==> config.mk <==
export PLATFORM = sky130hd
export DESIGN_NAME = axi_mem_ctrl
export DESIGN_NICKNAME = d
export VERILOG_FILES = /design/src/rtl/axi_mem_ctrl.sv
export SDC_FILE = /design/constraint.sdc
export NUM_CORES = 1
export LEC_CHECK = 0
export CORE_AREA = 2 2 157 159
export CTS_BUF_LIST = sky130_fd_sc_hd__clkbuf_4
export DETAILED_ROUTE_END_ITERATION = 8
export DIE_AREA = 0 0 159 161
export SYNTH_ARGS = -nofsm -noshare
export SYNTH_HDL_FRONTEND = slang
export SYNTH_SLANG_ARGS = --single-unit
export TNS_END_PERCENT = 5
==> constraint.sdc <==
create_clock -name ACLK -period 4.3 [get_ports ACLK]
set_input_delay 0.86 -clock ACLK [delete_from_list [all_inputs] [get_ports ACLK]]
set_output_delay 0.86 -clock ACLK [all_outputs]
set_load 0.03 [all_outputs]
==> src/rtl/axi_mem_ctrl.sv <==
// rtl/axi_mem_ctrl.sv - single-port memory controller serving one AXI write or read burst at a time from FIFO-buffered channels
module axi_mem_ctrl #(
    parameter int A   = 32,
    parameter int I   = 4,
    parameter int L   = 4,
    parameter int D   = 64,
    parameter int M   = D/8,
    parameter int MAW = 10
) (
    input  logic                 ACLK,
    input  logic                 ARESETn,
    output logic                 awfifo_pop,
    input  logic [I+L+3+2+A-1:0] awfifo_do,
    input  logic                 awfifo_empty,
    output logic                 wdfifo_pop,
    input  logic [I+M+1+D-1:0]   wdfifo_do,
    input  logic                 wdfifo_empty,
    output logic                 bfifo_push,
    output logic [I+2-1:0]       bfifo_di,
    input  logic                 bfifo_full,
    output logic                 arfifo_pop,
    input  logic [I+L+3+2+A-1:0] arfifo_do,
    input  logic                 arfifo_empty,
    output logic                 rdfifo_push,
    output logic [I+1+2+D-1:0]   rdfifo_di,
    input  logic                 rdfifo_full,
    output logic                 mem_en,
    output logic [M-1:0]         mem_we,
    output logic [MAW-1:0]       mem_addr,
    output logic [D-1:0]         mem_wdata,
    input  logic [D-1:0]         mem_rdata,
    output logic                 busy
);
    localparam int AXW = I + L + 3 + 2 + A;

    typedef enum logic [2:0] {IDLE, WR, WRESP, RD_ADDR, RD_DATA} state_t;

    state_t         state;
    logic           last_wr;
    logic [I-1:0]   id_q;
    logic [L-1:0]   len_q;
    logic [1:0]     burst_q;
    logic [MAW-1:0] addr_q;
    logic [L-1:0]   beat_q;
    logic           err_q;

    logic           grant_wr;
    logic           grant_rd;
    logic [AXW-1:0] ax;
    logic [D-1:0]   wd_data;
    logic           wd_last;
    logic [M-1:0]   wd_strb;
    logic           reserved;
    logic           is_last;
    logic           wr_beat;
    logic           rd_issue;
    logic           err_now;
    logic [MAW-1:0] wrap_mask;
    logic [MAW-1:0] addr_inc;
    logic [MAW-1:0] addr_next;

    // Ties alternate: the side not served last wins, so a write wins the first tie.
    assign grant_wr = !awfifo_empty && (arfifo_empty || !last_wr);
    assign grant_rd = !arfifo_empty && !grant_wr;
    assign ax       = grant_wr ? awfifo_do : arfifo_do;

    assign wd_data  = wdfifo_do[D-1:0];
    assign wd_last  = wdfifo_do[D];
    assign wd_strb  = wdfifo_do[D+M:D+1];

    assign reserved = (burst_q == 2'b11);
    assign is_last  = (beat_q == len_q);
    assign wr_beat  = (state == WR) && !wdfifo_empty;
    assign rd_issue = (state == RD_ADDR) && !rdfifo_full;
    assign err_now  = err_q || reserved || (wd_last != is_last);

    // WRAP lengths are 2^n-1, so LEN itself is the mask of the wrapping low bits.
    assign wrap_mask = MAW'(len_q);
    assign addr_inc  = addr_q + 1'b1;

    always_comb begin
        addr_next = addr_q;
        case (burst_q)
            2'b01:   addr_next = addr_inc;
            2'b10:   addr_next = (addr_q & ~wrap_mask) | (addr_inc & wrap_mask);
            default: addr_next = addr_q;
        endcase
    end

    assign wdfifo_pop  = wr_beat;
    assign mem_en      = (wr_beat || rd_issue) && !reserved;
    assign mem_we      = (wr_beat && !reserved) ? wd_strb : '0;
    assign mem_wdata   = (wr_beat && !reserved) ? wd_data : '0;
    assign mem_addr    = addr_q;
    assign bfifo_push  = (state == WRESP) && !bfifo_full;
    assign rdfifo_push = (state == RD_DATA);
    assign rdfifo_di   = rdfifo_push ? {id_q, is_last, reserved ? 2'b10 : 2'b00, reserved ? {D{1'b0}} : mem_rdata}
                                     : '0;
    assign busy        = (state != IDLE);

    always_ff @(posedge ACLK or negedge ARESETn) begin
        if (!ARESETn) begin
            state      <= IDLE;
            last_wr    <= 1'b0;
            awfifo_pop <= 1'b0;
            arfifo_pop <= 1'b0;
            id_q       <= '0;
            len_q      <= '0;
            burst_q    <= '0;
            addr_q     <= '0;
            beat_q     <= '0;
            err_q      <= 1'b0;
            bfifo_di   <= '0;
        end else begin
            awfifo_pop <= 1'b0;
            arfifo_pop <= 1'b0;
            case (state)
                IDLE: begin
                    if (grant_wr || grant_rd) begin
                        awfifo_pop <= grant_wr;
                        arfifo_pop <= grant_rd;
                        id_q       <= ax[AXW-1 -: I];
                        len_q      <= ax[A+5 +: L];
                        burst_q    <= ax[A +: 2];
                        addr_q     <= ax[MAW+2:3];
                        beat_q     <= '0;
                        err_q      <= 1'b0;
                        state      <= grant_wr ? WR : RD_ADDR;
                    end
                end
                WR: begin
                    if (!wdfifo_empty) begin
                        addr_q <= addr_next;
                        beat_q <= beat_q + 1'b1;
                        err_q  <= err_now;
                        if (is_last) begin
                            bfifo_di <= {id_q, err_now ? 2'b10 : 2'b00};
                            state    <= WRESP;
                        end
                    end
                end
                WRESP: begin
                    if (!bfifo_full) begin
                        last_wr <= 1'b1;
                        state   <= IDLE;
                    end
                end
                RD_ADDR: begin
                    if (!rdfifo_full)
                        state <= RD_DATA;
                end
                RD_DATA: begin
                    addr_q <= addr_next;
                    beat_q <= beat_q + 1'b1;
                    if (is_last) begin
                        last_wr <= 1'b0;
                        state   <= IDLE;
                    end else begin
                        state <= RD_ADDR;
                    end
                end
                default: state <= IDLE;
            endcase
        end
    end

    logic unused_bits;
    assign unused_bits = ^{ax[A+4:A+2], ax[A-1:MAW+3], ax[2:0], wdfifo_do[D+M+I:D+M+1]};
endmodule

==> metrics.txt, run 1 <==
H-tree depth 2; area grow syn2layout 118%; largest net degree at the start of global routing 126; Worst R2R End mem_addr[5]; DP Area between 6000 and 7000 sq um; layout cell share with drive strength beyond 1 0.0856; hold buffer count at CTS 0; total clock sinks 36; M3 GR Usage 0.0349; CTS root buf clkbuf_4; Setup crit start kind register; Setup violations, final 0; Rel. slew slack 0.321; asr flop ratio synth 1.00; Setup Skew 0.0177 ns; TritonCTS clock tree built; Hold Path Class register to register; CP max FO 65; vias 4,260; R2R depth 5; post-synthesis sequential area ratio 0.284; area of the mapped netlist 3170 sq um; WS Path Type register to output pin; drt pass-1 iters 4; worst slew pin tran 1.02 ns; Fmax 0.267 GHz; die area 25,600 sq um; WL per Instance around 19 microns; Hold Vio Cnt, Final 0; Max Slew Vio Count 0; RR Startpoint state[2]; Final Cycle Share 0.870; Avg Inst Size Synth 8.01 sq um; Peak VDD IR 0.246 mV; CP Data Required Time 3.44 ns; leakage 3.14 nW; Post-CTS Setup Inserts 0; clock buffer depth 2; RSZ-0062 raised after global routing false; Multi-input gate area 2040 sq um; worst path arrival time approximately 2.9 ns; Hold EP bfifo_di[4]; Hold Path Cell Cnt 1; vias in the first global route 4,172; detailed placer's ending HPWL 16,300 microns; number of buffers inserted by port buffering around 350; total global routing overflow 0; Core Region between 20,000 and 25,000 sq um; initial core utilization 0.132; Yosys warning count 0; Yosys reg bits 36; Post-Synthesis Cells 396; Clock transition at path regs 0.12 ns; Most Used Layer, Global Route met2; Synth cell types 46; status finished, final reports clean; critical path capture point type output pin; via density per instance 4.09; R2R Setup Slk roughly 1.9 ns; initial antenna violation count 2; row count 57; first-pass GRT wire length 28,300 microns; number of I/O pins 404; GR Util All Layers 0.147; Post-synth EDFFs 0; setup TNS 0 ns; Die Wd 159 microns; # Max-Cap Violations 0; ANT nets after route 0; DRC Markers 0; nets@finish 952; Reg area between 900 and 1000 sq um; Die Ht 161 microns; Clock Latency Late Sink 0.34 ns; clock buffer count from CTS 5; pwr/cell area 454 nW/um^2; met1 usage 0.217; Top FF cell, synth dfrtp_1; hold path startpoint bfifo_di[4]; minimum clock period 3.74 ns; fin area slightly below 7000 sq um; RD Place Congestion 0.783; Fillers 2,643; initial DRC count 209; GR Util met2 0.223; post-CTS resize count 0; DRT Wirelength around 20,000 microns
registers in the layout, summed over array words and instances, names as in the netlist, named ones only:
name,flops
beat_q,4
arfifo_pop,1
mem_addr,7
len_q,4
burst_q,2
bfifo_di,5
state,3
last_wr,1
awfifo_pop,1
id_q,4
err_q,1
placed cells by master (no fill, tap or decap), drive strengths merged, types with 2 or more instances in the layout:
cell type        n
clkdlybuf4s50  315
conb             2
o32ai            3
inv              7
a21oi           21
nand4            3
nor2            20
clkbuf           5
ha               2
o21ai           14
dfrtp           36
mux2             6
mux2i           21
nand2           14
nand3            6
and3           144
o22a             3
a22o             6
o22ai            5
diode            5
xnor2            6
and2             2
nand2b           5
nor2b            3
clkinv           2
or3              4
o21a             2
buf             36
nor3             8
xor2             2
final cells by class:
cell class                 count  share of cell area
antenna                        5             0.00181
clock buffer                   5             0.00544
clock inverter                 3             0.00616
inverter                       8             0.00435
multi-input combinational    310               0.296
sequential                    36               0.130
tap                          324              0.0587
timing repair buffer         351               0.497
synth_stat cells, drive strengths merged (3+ instances only):
master / n / area share
a21oi: 21 / 0.037
a22o: 6 / 0.017
and3: 144 / 0.28
buf: 14 / 0.030
clkbuf: 29 / 0.036
dfrtp: 36 / 0.28
inv: 8 / 0.0095
mux2: 6 / 0.027
mux2i: 21 / 0.066
nand2: 14 / 0.017
nand2b: 5 / 0.0099
nand3: 6 / 0.0095
nand4: 3 / 0.0079
nor2: 20 / 0.024
nor2b: 3 / 0.0059
nor3: 8 / 0.013
o21ai: 14 / 0.023
o22a: 3 / 0.0083
o22ai: 5 / 0.0099
o32ai: 3 / 0.0083
or3: 4 / 0.0095
xnor2: 6 / 0.017
worst max-delay path, stage by stage (launching register included):
cell	delay [ns]
dfrtp_1	0.56
nor2_2	0.27
nand2_1	0.13
inv_1	0.13
buf_4	0.42
and3_1	0.31
clkdlybuf4s50_1	0.70
stage by stage:
step                power, mW   util  setup WS, ns  hold slack [ns]  instances
floorplan                2.03      -          1.52            0.474        397
global placement         2.90  0.284         0.604            0.495       1029
CTS                      3.17  0.288         0.536            0.534       1037
global route             3.35  0.288         0.361            0.560       1037
finish                   3.13  0.288         0.558            0.526       1042
detailed placement       2.91  0.284         0.623            0.505       1029
kinds of logic after synthesis:
kind of cell,Yosys count,share of synthesized area
other,1,0.00118
XOR/XNOR,8,0.0221
flip-flops,36,0.284
buffers and inverters,51,0.0758
AND/OR/NAND/NOR,212,0.392
AO/OA/AOI/OAI,59,0.123
multiplexers,27,0.0935
adder cells (fa/ha/maj),2,0.00789
worst max path at each step:
stage,slack [ns],startpoint,to
global placement,0.60,wdfifo_empty,mem_wdata[52]
global route,0.36,state[0],rdfifo_di[29]
finish,0.56,state[0],rdfifo_di[29]
detailed placement,0.62,wdfifo_empty,mem_wdata[52]
CTS,0.54,state[0],rdfifo_di[29]
floorplan,1.52,wdfifo_empty,mem_wdata[55]
power by group:
part	internal, mW	total (mW)	switching, mW
clock network	0.121	0.245	0.124
logic	0.907	2.23	1.32
registers	0.484	0.658	0.174
total	1.51	3.13	1.62
layer usage:
layer  share of wire  vias to the layer above
li1                -                     2073
met3           0.088                        6
met2            0.42                      232
met4          0.0033                        2
met5         0.00065                        -
met1            0.49                     1947
Power figures use the tool's default switching activity.
==> run 2, diff against run 1 <==
- RECOVER_POWER: default -> 25
==> metrics.txt, run 2 (synthesized netlist as in run 1, its figures left out) <==
Hold Vio Cnt, Final 0; DRC Markers 0; total clock sinks 36; RSZ-0062 raised after global routing false; Worst R2R End err_q; Slowest cell on crit path clkdlybuf4s50_1; area grow syn2layout 116%; initial DRC count 208; sequential fraction of design power 0.212; Clock transition at path regs about 0.12 ns; Fmax 0.267 GHz; CP Data Required Time roughly 3.4 ns; R2R Setup Slk between 1.5 and 2 ns; H-tree depth 2; Max Slew Vio Count 83; Setup violations, final 0; number of I/O pins 404; minimum clock period 3.75 ns; drt pass-1 iters 4; row count 57; max FFs per register 7; commonest non-fill, non-tap cell in the layout clkdlybuf4s50_1; Sw Pwr 1.61 mW; switching share of power 0.520; DP Area between 6000 and 7000 sq um; detailed placer's ending HPWL approximately 16,000 microns; clock buffer count from CTS 5; Die Wd 159 microns; initial core utilization 0.132; via density per instance 4.13; number of buffers inserted by port buffering 347; Setup Skew between 0.015 and 0.02 ns; RR Startpoint state[0]; Peak VDD IR roughly 0.25 mV; total global routing overflow 0; R2R depth 3; WL per Instance between 15 and 20 microns; Fillers 2,652; Pint 1.49 mW; Hold Path Class register to register; Rel. slew slack -0.344; GR Util All Layers 0.147; ANT nets after route 0; Setup crit start kind register; clock buffer depth 2; Core Region 24,000 sq um; Final Cycle Share 0.871; TritonCTS clock tree built; RD Place Congestion between 0.7 and 0.8; vias in the first global route roughly 4,200; CTS root buf clkbuf_4; status finished, violations left; pwr/cell area 452 nW/um^2; initial antenna violation count 2; setup TNS 0 ns; Clock Latency Late Sink 0.34 ns; Hold EP bfifo_di[4]; most frequent cells in the layout 307 x clkdlybuf4s50_1, 144 x and3_1, 36 x dfrtp_1; Hold Path Cell Cnt 1; hold path startpoint bfifo_di[4]; die area 25,600 sq um; hold buffer count at CTS 0; fin area 6860 sq um; failing checks max-capacitance violations, max-slew violations; worst slew pin tran 2.02 ns; layout cell share with drive strength beyond 1 0.0729; Post-CTS Setup Inserts 0; DRT Wirelength 19,900 microns; nets@finish 952; CP max FO 65; vias 4,284; worst path arrival time 2.89 ns; cell breakdown of the critical path nor2_2 > nand2_1 > inv_1 > buf_4 > and3_1 > clkdlybuf4s50_1; post-CTS resize count 0; leakage 3.12 nW; WS Path Type register to output pin; Slowest Stage Delay on Critical Path ~0.70 ns; clock network power share 0.079; # Max-Cap Violations 3; first-pass GRT wire length 28,300 microns; Die Ht between 150 and 200 microns; largest net degree at the start of global routing 126; combinational power share 0.709; critical path capture point type output pin
-- run 2: changes by cell type in the layout (fill, tap and decap cells not counted), moves of 2 or more --
cell,previous run,this run
clkbuf_1,0,2
dlygate4sd3_1,0,8
diode_2,5,1
clkdlybuf4s50_1,315,307
mux2_1,0,4
mux2_4,5,1
-- run 2: worst max-delay path: cells and delay by family (launching register included) --
kind | cells | cell delay [ns]
buffers and inverters | 3 | 1.24
flip-flops | 1 | 0.56
AND/OR/NAND/NOR | 3 | 0.72
-- run 2: through the flow --
step,power [mW],utilization,worst slack [ns],hold WS [ns],std cells
5_1_grt,3.31,0.286,0.361,0.546,1037
3_5_place_dp,2.91,0.284,0.623,0.505,1029
6_report,3.10,0.286,0.553,0.516,1038
2_1_floorplan,2.03,-,1.52,0.474,397
4_1_cts,3.17,0.288,0.536,0.534,1037
3_3_place_gp,2.90,0.284,0.604,0.495,1029
-- run 2: power groups by stage --
stage / Sequential [mW] / Combinational, mW / Clock (mW)
final: 0.657 / 2.20 / 0.245
after global routing: 0.681 / 2.37 / 0.266
after CTS: 0.659 / 2.26 / 0.256
after detailed placement: 0.666 / 2.24 / 0
after global placement: 0.659 / 2.24 / 0
after floorplan: 0.740 / 1.29 / 0
-- run 2: final cells by class --
type / count / area, sq um / share of cell area
timing repair buffer: 351 / 3430 / 0.500
inverter: 8 / 30.0 / 0.00438
clock buffer: 5 / 37.5 / 0.00547
antenna: 1 / 2.50 / 0.000365
sequential: 36 / 901 / 0.131
clock inverter: 3 / 42.5 / 0.00620
multi-input combinational: 310 / 2010 / 0.293
tap: 324 / 405 / 0.0591
-- run 2: how the worst max path moves through the flow --
stage	start	cells past startpoint	to
floorplan	wdfifo_empty	5	mem_wdata[55]
CTS	state[0]	6	rdfifo_di[29]
finish	state[0]	6	rdfifo_di[29]
global route	state[0]	6	rdfifo_di[29]
global placement	wdfifo_empty	6	mem_wdata[52]
detailed placement	wdfifo_empty	6	mem_wdata[52]
-- run 2: per-layer routing --
metal | wire length, microns | global-route usage | vias up
met5 | 13 | 0 | -
met4 | 60 | 0.0136 | 2
met3 | 1400 | 0.0349 | 6
met2 | 8360 | 0.223 | 234
met1 | 10100 | 0.217 | 1974
li1 | - | - | 2068
